$ cat src/rtl/egm_reaction_timer_mc.sv
// Multi-channel EGM reaction timer.
// Each channel waits a programmed delay, drives its stimulus, then counts prescaled ticks
// until the synchronised response rises or a timeout expires. Results are arbitrated
// (lowest channel first) into a first-word-fall-through FIFO read through a valid/ready port.
// Optional macro EGM_DEBOUNCE_EN inserts a 16-tick debouncer after each response synchroniser.

module egm_reaction_timer_mc #(
  parameter int unsigned NUM_CH        = 4,
  parameter int unsigned CNT_W         = 16,
  parameter int unsigned PRESCALE      = 50,
  parameter int unsigned TIMEOUT_TICKS = 65535,
  parameter int unsigned FIFO_DEPTH    = 8,
  localparam int unsigned CH_W         = (NUM_CH > 1) ? $clog2(NUM_CH) : 1
) (
  input  logic              clkin_50,
  input  logic              rst,
  input  logic              start,
  input  logic [CH_W-1:0]   ch_sel,
  input  logic [CNT_W-1:0]  delay_ticks,
  input  logic              abort,
  input  logic [NUM_CH-1:0] response_in,
  output logic [NUM_CH-1:0] stimulus_out,
  output logic [NUM_CH-1:0] egm_leds,
  output logic [NUM_CH-1:0] busy,
  output logic              res_valid,
  input  logic              res_ready,
  output logic [CH_W-1:0]   res_ch,
  output logic [1:0]        res_status,
  output logic [CNT_W-1:0]  res_count
);

  localparam int unsigned PW = $clog2(PRESCALE);
  localparam int unsigned AW = $clog2(FIFO_DEPTH);
  localparam int unsigned EW = CH_W + 2 + CNT_W;

  localparam logic [1:0]       StatOk      = 2'b00;
  localparam logic [1:0]       StatEarly   = 2'b01;
  localparam logic [1:0]       StatTimeout = 2'b10;
  localparam logic [CNT_W-1:0] TimeoutVal  = CNT_W'(TIMEOUT_TICKS);
  localparam logic [PW-1:0]    PresLast    = PW'(PRESCALE - 1);
  localparam logic [AW:0]      FifoFull    = (AW + 1)'(FIFO_DEPTH);

  typedef enum logic [1:0] {StIdle, StDelay, StStim, StDone} ch_state_e;

  // ---------------------------------------------------------------------------
  // Shared tick generator (only rst clears it; abort leaves the phase alone)
  // ---------------------------------------------------------------------------
  logic [PW-1:0] presc_q, presc_d;
  logic          tick;

  // Count 0..PRESCALE-1 and pulse tick at the wrap.
  always_comb begin
    tick    = (presc_q == PresLast);
    presc_d = tick ? '0 : presc_q + 1'b1;
  end

  // Prescaler register.
  always_ff @(posedge clkin_50) begin
    if (rst) presc_q <= '0;
    else     presc_q <= presc_d;
  end

  // ---------------------------------------------------------------------------
  // Response synchronisers and rising-edge detection
  // ---------------------------------------------------------------------------
  logic [NUM_CH-1:0] sync1_q, sync1_d;
  logic [NUM_CH-1:0] sync2_q, sync2_d;
  logic [NUM_CH-1:0] resp_prev_q, resp_prev_d;
  logic [NUM_CH-1:0] edge_q, edge_d;
  logic [NUM_CH-1:0] resp_clean;

`ifdef EGM_DEBOUNCE_EN
  logic [NUM_CH-1:0] db_q, db_d;
  logic [3:0]        db_cnt_q [NUM_CH];
  logic [3:0]        db_cnt_d [NUM_CH];

  // Follow the synchronised input only after it has differed for 16 consecutive ticks.
  always_comb begin
    db_d = db_q;
    for (int i = 0; i < NUM_CH; i++) begin
      db_cnt_d[i] = db_cnt_q[i];
      if (sync2_q[i] == db_q[i]) begin
        db_cnt_d[i] = '0;
      end else if (tick) begin
        if (db_cnt_q[i] == 4'd15) begin
          db_d[i]     = sync2_q[i];
          db_cnt_d[i] = '0;
        end else begin
          db_cnt_d[i] = db_cnt_q[i] + 4'd1;
        end
      end
    end
    resp_clean = db_q;
  end

  // Debouncer registers.
  always_ff @(posedge clkin_50) begin
    if (rst) begin
      db_q <= '0;
      for (int i = 0; i < NUM_CH; i++) db_cnt_q[i] <= '0;
    end else begin
      db_q <= db_d;
      for (int i = 0; i < NUM_CH; i++) db_cnt_q[i] <= db_cnt_d[i];
    end
  end
`else
  // Edges come straight from the two-flop synchroniser.
  always_comb begin
    resp_clean = sync2_q;
  end
`endif

  // Two-flop synchroniser feed and registered rising-edge detect.
  always_comb begin
    sync1_d     = response_in;
    sync2_d     = sync1_q;
    resp_prev_d = resp_clean;
    edge_d      = resp_clean & ~resp_prev_q;
  end

  // Synchroniser and edge registers.
  always_ff @(posedge clkin_50) begin
    if (rst) begin
      sync1_q     <= '0;
      sync2_q     <= '0;
      resp_prev_q <= '0;
      edge_q      <= '0;
    end else begin
      sync1_q     <= sync1_d;
      sync2_q     <= sync2_d;
      resp_prev_q <= resp_prev_d;
      edge_q      <= edge_d;
    end
  end

  // ---------------------------------------------------------------------------
  // Per-channel measurement FSMs
  // ---------------------------------------------------------------------------
  ch_state_e         st_q      [NUM_CH];
  ch_state_e         st_d      [NUM_CH];
  logic [CNT_W-1:0]  cnt_q     [NUM_CH];
  logic [CNT_W-1:0]  cnt_d     [NUM_CH];
  logic [CNT_W-1:0]  cap_cnt_q [NUM_CH];
  logic [CNT_W-1:0]  cap_cnt_d [NUM_CH];
  logic [1:0]        cap_st_q  [NUM_CH];
  logic [1:0]        cap_st_d  [NUM_CH];
  logic [NUM_CH-1:0] stim_q, stim_d;
  logic [NUM_CH-1:0] grant;

  // Next-state logic for every channel; abort overrides everything.
  always_comb begin
    stim_d = '0;
    for (int i = 0; i < NUM_CH; i++) begin
      st_d[i]      = st_q[i];
      cnt_d[i]     = cnt_q[i];
      cap_cnt_d[i] = cap_cnt_q[i];
      cap_st_d[i]  = cap_st_q[i];
      unique case (st_q[i])
        StIdle: begin
          // ch_sel values outside 0..NUM_CH-1 never match a channel index.
          if (start && (int'(ch_sel) == i)) begin
            cnt_d[i] = delay_ticks;
            st_d[i]  = StDelay;
          end
        end
        StDelay: begin
          if (edge_q[i]) begin
            cap_st_d[i]  = StatEarly;
            cap_cnt_d[i] = '0;
            st_d[i]      = StDone;
          end else if (cnt_q[i] == '0) begin
            cnt_d[i] = '0;
            st_d[i]  = StStim;
          end else if (tick) begin
            cnt_d[i] = cnt_q[i] - 1'b1;
          end
        end
        StStim: begin
          // A response edge beats a coincident timeout.
          if (edge_q[i]) begin
            cap_st_d[i]  = StatOk;
            cap_cnt_d[i] = cnt_q[i];
            st_d[i]      = StDone;
          end else if (cnt_q[i] >= TimeoutVal) begin
            cap_st_d[i]  = StatTimeout;
            cap_cnt_d[i] = TimeoutVal;
            st_d[i]      = StDone;
          end else if (tick) begin
            cnt_d[i] = cnt_q[i] + 1'b1;
          end
        end
        StDone: begin
          if (grant[i]) st_d[i] = StIdle;
        end
        default: st_d[i] = StIdle;
      endcase
      if (abort) st_d[i] = StIdle;
      stim_d[i] = (st_d[i] == StStim);
    end
  end

  // Channel state registers; stimulus is registered so the pins never glitch.
  always_ff @(posedge clkin_50) begin
    if (rst) begin
      stim_q <= '0;
      for (int i = 0; i < NUM_CH; i++) begin
        st_q[i]      <= StIdle;
        cnt_q[i]     <= '0;
        cap_cnt_q[i] <= '0;
        cap_st_q[i]  <= StatOk;
      end
    end else begin
      stim_q <= stim_d;
      for (int i = 0; i < NUM_CH; i++) begin
        st_q[i]      <= st_d[i];
        cnt_q[i]     <= cnt_d[i];
        cap_cnt_q[i] <= cap_cnt_d[i];
        cap_st_q[i]  <= cap_st_d[i];
      end
    end
  end

  // Channel status outputs.
  always_comb begin
    stimulus_out = stim_q;
    egm_leds     = stim_q;
    for (int i = 0; i < NUM_CH; i++) busy[i] = (st_q[i] != StIdle);
  end

  // ---------------------------------------------------------------------------
  // Fixed-priority arbiter and result FIFO
  // ---------------------------------------------------------------------------
  logic [EW-1:0]    mem_q [FIFO_DEPTH];
  logic [EW-1:0]    mem_d [FIFO_DEPTH];
  logic [AW-1:0]    wr_ptr_q, wr_ptr_d;
  logic [AW-1:0]    rd_ptr_q, rd_ptr_d;
  logic [AW:0]      count_q, count_d;
  logic             full, pop, push;
  logic [EW-1:0]    push_entry;
  logic [EW-1:0]    head;

  // Grant the lowest-index DONE channel when a slot is free or freed this cycle.
  // Pushes are suppressed under abort so pending DONE results are discarded.
  always_comb begin
    full       = (count_q == FifoFull);
    res_valid  = (count_q != '0);
    pop        = res_valid & res_ready;
    grant      = '0;
    push       = 1'b0;
    push_entry = '0;
    if (!abort && (!full || pop)) begin
      for (int i = 0; i < NUM_CH; i++) begin
        if (!push && (st_q[i] == StDone)) begin
          grant[i]   = 1'b1;
          push       = 1'b1;
          push_entry = {CH_W'(i), cap_st_q[i], cap_cnt_q[i]};
        end
      end
    end
  end

  // FIFO pointer, occupancy and storage next-state.
  always_comb begin
    mem_d    = mem_q;
    wr_ptr_d = wr_ptr_q;
    rd_ptr_d = rd_ptr_q;
    count_d  = count_q;
    if (push) begin
      mem_d[wr_ptr_q] = push_entry;
      wr_ptr_d        = wr_ptr_q + 1'b1;
    end
    if (pop) rd_ptr_d = rd_ptr_q + 1'b1;
    unique case ({push, pop})
      2'b10:   count_d = count_q + 1'b1;
      2'b01:   count_d = count_q - 1'b1;
      default: count_d = count_q;
    endcase
  end

  // FIFO control registers.
  always_ff @(posedge clkin_50) begin
    if (rst) begin
      wr_ptr_q <= '0;
      rd_ptr_q <= '0;
      count_q  <= '0;
    end else begin
      wr_ptr_q <= wr_ptr_d;
      rd_ptr_q <= rd_ptr_d;
      count_q  <= count_d;
    end
  end

  // FIFO storage; contents are don't-care until written, outputs are masked when empty.
  always_ff @(posedge clkin_50) begin
    mem_q <= mem_d;
  end

  // First-word-fall-through head, forced to zero while the FIFO is empty.
  always_comb begin
    head       = res_valid ? mem_q[rd_ptr_q] : '0;
    res_ch     = head[EW-1 -: CH_W];
    res_status = head[CNT_W+1 -: 2];
    res_count  = head[CNT_W-1:0];
  end

endmodule

$ cat config.mk
export PLATFORM = sky130hd
export DESIGN_NAME = egm_reaction_timer_mc
export DESIGN_NICKNAME = d
export VERILOG_FILES = /design/src/rtl/egm_reaction_timer_mc.sv
export SDC_FILE = /design/constraint.sdc
export NUM_CORES = 1
export LEC_CHECK = 0
export BUFFER_PORTS_ARGS = -buffer_cell sky130_fd_sc_hd__buf_4
export CELL_PAD_IN_SITES_DETAIL_PLACEMENT = 2
export CELL_PAD_IN_SITES_GLOBAL_PLACEMENT = 2
export CORE_MARGIN = 2
export CORE_UTILIZATION = 42
export CTS_BUF_LIST = sky130_fd_sc_hd__clkbuf_8
export CTS_CLUSTER_SIZE = 25
export DETAILED_ROUTE_END_ITERATION = 16
export PLACE_DENSITY = 0.9
export SLEW_MARGIN = 30
export SYNTH_ARGS = -nofsm -noshare
export SYNTH_HDL_FRONTEND = slang
export SYNTH_SLANG_ARGS = --single-unit
$ cat constraint.sdc
create_clock -name clkin_50 -period 4.26 [get_ports clkin_50]
set_clock_uncertainty 0.1 [all_clocks]
set_input_delay 0.639 -clock clkin_50 [delete_from_list [all_inputs] [get_ports clkin_50]]
set_output_delay 0.639 -clock clkin_50 [all_outputs]
set_load 0.005 [all_outputs]
Word level (Yosys, flattened, before mapping):

Memory sizes are Yosys's and may differ from the RTL's.
Cells that the tools add are included.
Widths: inputs -> output; s select.

* output and inout port bits: 33
* register bits: 196
* RAM bits: 144
* memories: 4
* word-level logic and storage cells: 256
* input port bits: 27

Memories
* cap_cnt_q: words 4, bits a word 16, read ports 4, clocked after Yosys merged registers in 0, write ports 4, RTL line 143 `logic [CNT_W-1:0] cap_cnt_q [NUM_CH];`
* cnt_q: words 4, bits a word 16, read ports 4, clocked after Yosys merged registers in 0, write ports 4, RTL line 141 `logic [CNT_W-1:0] cnt_q [NUM_CH];`
* cap_st_q: words 4, bits a word 2, read ports 4, clocked after Yosys merged registers in 0, write ports 4, RTL line 145 `logic [1:0] cap_st_q [NUM_CH];`
* st_q: words 4, bits a word 2, read ports 4, clocked after Yosys merged registers in 0, write ports 4, RTL line 139 `ch_state_e st_q [NUM_CH];`

* eq/ne operators: 23
* reductions and logical operators: 31
* bitwise logic cells: 21
* add/subtract/negate cells: 13
* magnitude comparators: 7
* mux-type cells: 140

Operator list (count)
* $mux 16: 48
* $pmux 16 s3: 4
* $bwmux 160: 1
* $mux 20: 8
* $pmux 16 s2: 4
* $mux 2: 48
* $add 16x1->16 const B: 4
* $ge 16x16->1 const B: 4
* $logic_not 16->1: 4
* $sub 16x1->16 const B: 4
* $bmux 20 s3: 1
* $demux 20 s3: 1
* $pmux 2 s4: 4
* $eq 2x2->1 const B: 15
* $mux 18: 1
* $or 1x1->1: 16
* $pmux 2 s2: 4
* $mux 1: 14
* $eq 2x1->1 const B: 6
* $logic_not 2->1: 5
* $reduce_bool 2->1: 5
* $logic_and 1x1->1: 9
* $ge 4x4->1 const B: 2
* $not 3->4: 2
* other kinds (16): 21

Logic depth before layout (Yosys ltp):

* depth in word-level cells: 21
* mapped depth: 12

Worst setup path before layout:

OpenSTA, ideal clock, no wires.

* path type: input-to-reg
* start: input res_ready
* end: register mem_q[60] (netlist bit), enable pin
* slack: 760 ps
* required time: 3733 ps
* library setup time: 427 ps
* data arrival time: 2973 ps
* stages: 5
* path through: inv_1 -> a31o_2 -> a21oi_1 -> nand2b_1 -> nor3b_1

* word-level cells in the longest chain between the ends: 4

RTL lines
* start: declaration: RTL line 26 `input logic res_ready,`
* $and 1x1->1: RTL line 247 `pop = res_valid & res_ready;`
* $logic_or 1x1->1: RTL line 251 `if (!abort && (!full || pop)) begin`
* $logic_and 1x1->1: RTL line 251
* $mux 1: RTL line 251
* end signal: assignment: RTL line 295 `mem_q <= mem_d;`
* end: declaration: RTL line 233 `logic [EW-1:0] mem_q [FIFO_DEPTH];`

No other way between the ends.
A chain may end at the register's enable or synchronous reset.

==> qor.yml <==
critical_path_required_ns: 4.72
final_nets: 1914
slowest_stage: "nor4_1"
path_clk_slew_ns: 0.06
worst-slew-pin-transition_ns: 0.981
wl_per_cell_um: 28.6
final-max-slew-violation-count: 0
synth_ff_type: "dfxtp_1"
power.share.switching: 0.280
global_route.usage.total: 0.317
cp_top_family: "simple AND/OR/NAND/NOR gates"
hold_path_class: "in2reg"
cp_num_cells: 7
power-per-cell-area_nw_per_um2: 368
internal_power_uw: 5290
postSynthNetCount: 1908
grt_start_max_net_pins: 124
hold_buffers: 0
via_count: 15700
timing.critical_path.slowest_cell_delay_ns: 0.70
synth_top_area_share: 0.270
seq_area_frac_synth: 0.472
crit_arrival_ns: 4.05
crit_path_cell_trace: "nor4_1 > or4b_1 > o311a_1 > nor4_2 > buf_4 > nor2_1 > a211oi_1"
ctsResizeCount: 0
synth.ff_latch_count: 340
clockBufferDepth: 3
crit_path_end_kind: "flip-flop"
worst-r2r-cell-count: 7
post_layout_nonfiller_instances: 2440
cp_max_fo: 9
yosysTopAreaCell: "edfxtp_1"
placementRows: 75
fin_crit_ns: 3.59
synth-edff-count: 160
post-cts-setup-buffers: 0
synth.cell_area_sq_um: 17800
p_leak_uw: 0.00670
crit_buf_inv: 1
totalNegativeSetupSlack_ns: 0
cts_htree_levels: 2
synth-async-reset-ratio: 0
rsz0062_at_grt: "false"
clkPwrFrac: 0.418
grt_first_pass_wirelength_um: 107000
power_switching_uw: 2060
place.detailed.hpwl_um: 45800
clock-root-buffer: "clkbuf_8"
clock_tree_from_tritoncts: "done"
netlist_top_cells_area: "edfxtp_1 (27%), dfxtp_1 (20%), mux4_2 (5.1%)"
die-width_um: 210
fmax_ghz: 0.278
global_route.overflow_total: 0
syn2layout_area_growth_pct: 11.9
clock_latency_reported_for_the_late_side_of_the_worst_skew_pair_ns: 0.67
clock-sinks: 340
routabilityCongestion: 0.866
core_area_sq_um: 41900
worst_case_headroom_to_the_max_slew_limit: 0.338
seq_power_share: 0.485
min_path_cells: 2
setup_violations: 0
maxCapViolations: 0
via_count_of_the_first_global_routing_pass: 16900
syn-instance-count: 1845
routed_wirelength_um: 69700
design.die.area_sq_um: 44100
drt_pre_antenna_iters: 5
synth_area_per_cell_sq_um: 9.66
criticalPathCategory: "reg2reg"
initial_util: 0.425
vias_per_cell: 6.42
post_route_cells_drive_above_1_share: 0.146
numPlacedInstances: 2328
drt_iter0_markers: 1304
synth_cell_type_count: 78
antenna_violations_before_repair: 2
route.detailed.drc: 0
cts_buffers: 60
synth_warnings: 0
post-route-period-util: 0.843
critPathLaunchType: "flip-flop"
final_antenna_net_count: 0
place.port_buffers: 59
pwr-share-comb: 0.097
vdd_ir_drop_max_mv: 0.251
die_h_um: 210
finalHoldViolations: 0
run_status: "completed"
i_o_pin_count: 60
[area by class of cell]
class                   instances  area (sq um)
clock buffers                  65           895
repair buffers                109           835
well taps                     539           674
flip-flops and latches        340          8410
diodes                          1          2.50
fillers                      4340         22000
clock inverters                46           289
multi-input cells            1270          8560
inverters                      70           263
[sequential cells by signal, summed over array words and instances, names as in the netlist]
register and cells:
mem_q 160, presc_q 6, resp_clean 4, rd_ptr_q 3, wr_ptr_q 3, st_q 8
cnt_q 64, count_q 4, cap_st_q 8, resp_prev_q 4, edge_q 4, cap_cnt_q 64
egm_leds 4, sync1_q 4
[Yosys cell counts (14+ instances only)]
| cell type | number |
|---|---|
| or4_1 | 14 |
| nor2_1 | 188 |
| o211ai_1 | 42 |
| o21ai_0 | 65 |
| xnor2_1 | 19 |
| buf_1 | 20 |
| o221ai_1 | 24 |
| nand3b_1 | 15 |
| nand3_1 | 61 |
| nor2b_1 | 23 |
| a21oi_1 | 148 |
| nand2_1 | 159 |
| xor2_1 | 29 |
| ha_1 | 36 |
| mux4_2 | 40 |
| inv_1 | 65 |
| nor3_1 | 42 |
| edfxtp_1 | 160 |
| nand4_1 | 27 |
| a221oi_1 | 52 |
| nor4_1 | 16 |
| clkbuf_1 | 134 |
| o41ai_1 | 14 |
| nand2b_1 | 16 |
| a211oi_1 | 34 |
| dfxtp_1 | 180 |
| mux2i_1 | 34 |
[worst paths after layout]
path,to,slack [ns],from
min reg2reg,edge_q[2],0.28,resp_prev_q[2]
max reg2reg,cnt_q[1][2],0.67,cnt_q[1][7]
max,cnt_q[1][2],0.67,cnt_q[1][7]
min,sync1_q[1],0.09,response_in[1]
[layer usage]
metal	wire length, um	vias to the layer above	GRT usage
met1	28400	8075	0.387
met3	3510	164	0.0513
met5	13	-	0
met4	3520	2	0.159
li1	-	6909	-
met2	34300	520	0.544
[power groups by stage]
stage                     clock, uW  combinational, uW  sequential, uW
final                          3070                716            3560
after global routing           3280                770            3570
after CTS                      3130                701            3550
after detailed placement          0                684            3620
after global placement            0                652            3610
after floorplan                   0                505            3540
[kinds of logic (layout without fill, tap and decap cells)]
family                     Yosys count  in the layout  share of synthesized area
adders and majority gates           36             36                     0.0253
AOI/OAI and AO/OA                  472            472                      0.180
buffers and inverters              235            290                     0.0517
and+or+nand+nor                    637            637                      0.176
muxes                               77             77                     0.0715
other                                0              1                          0
DFF                                340            340                      0.472
xor gates and xnor gates            48             48                     0.0236
[worst reg2reg max path: cells and delay by family (launching register included)]
kind,cells,cell delay (ns)
and+or+nand+nor,4,2.02
AOI/OAI and AO/OA,2,0.67
DFF,1,0.41
buffers and inverters,1,0.29
[through the flow]
stage | setup WS [ns] | cell area (sq um) | power, uW | hold slack (ns) | utilization
final | 0.667 | 19900 | 7350 | 0.0907 | 0.475
after global routing | 0.511 | 19900 | 7610 | 0.0723 | 0.475
after CTS | 0.734 | 19900 | 7390 | 0.0448 | 0.475
after detailed placement | 0.784 | 18700 | 4300 | 0.278 | 0.447
after global placement | 0.992 | 18700 | 4270 | 0.272 | 0.446
after floorplan | 0.760 | 17800 | 4050 | 0.267 | -
[layout by cell type (no fill, tap or decap), types with 15 or more instances in the layout]
master	Yosys	final
a211oi_1	34	34
a21oi_1	148	148
a221oi_1	52	52
buf_4	5	107
clkbuf_8	0	65
clkinv_1	5	16
dfxtp_1	180	178
edfxtp_1	160	160
ha_1	36	36
inv_1	65	81
mux2i_1	34	34
mux4_2	40	40
nand2_1	159	159
nand2b_1	16	16
nand3_1	61	61
nand3b_1	15	15
nand4_1	27	27
nor2_1	188	185
nor2b_1	23	22
nor3_1	42	39
o211ai_1	42	42
o21ai_0	65	64
o221ai_1	24	24
xnor2_1	19	19
xor2_1	29	29
No activity file was read; power rests on OpenSTA's default activity.
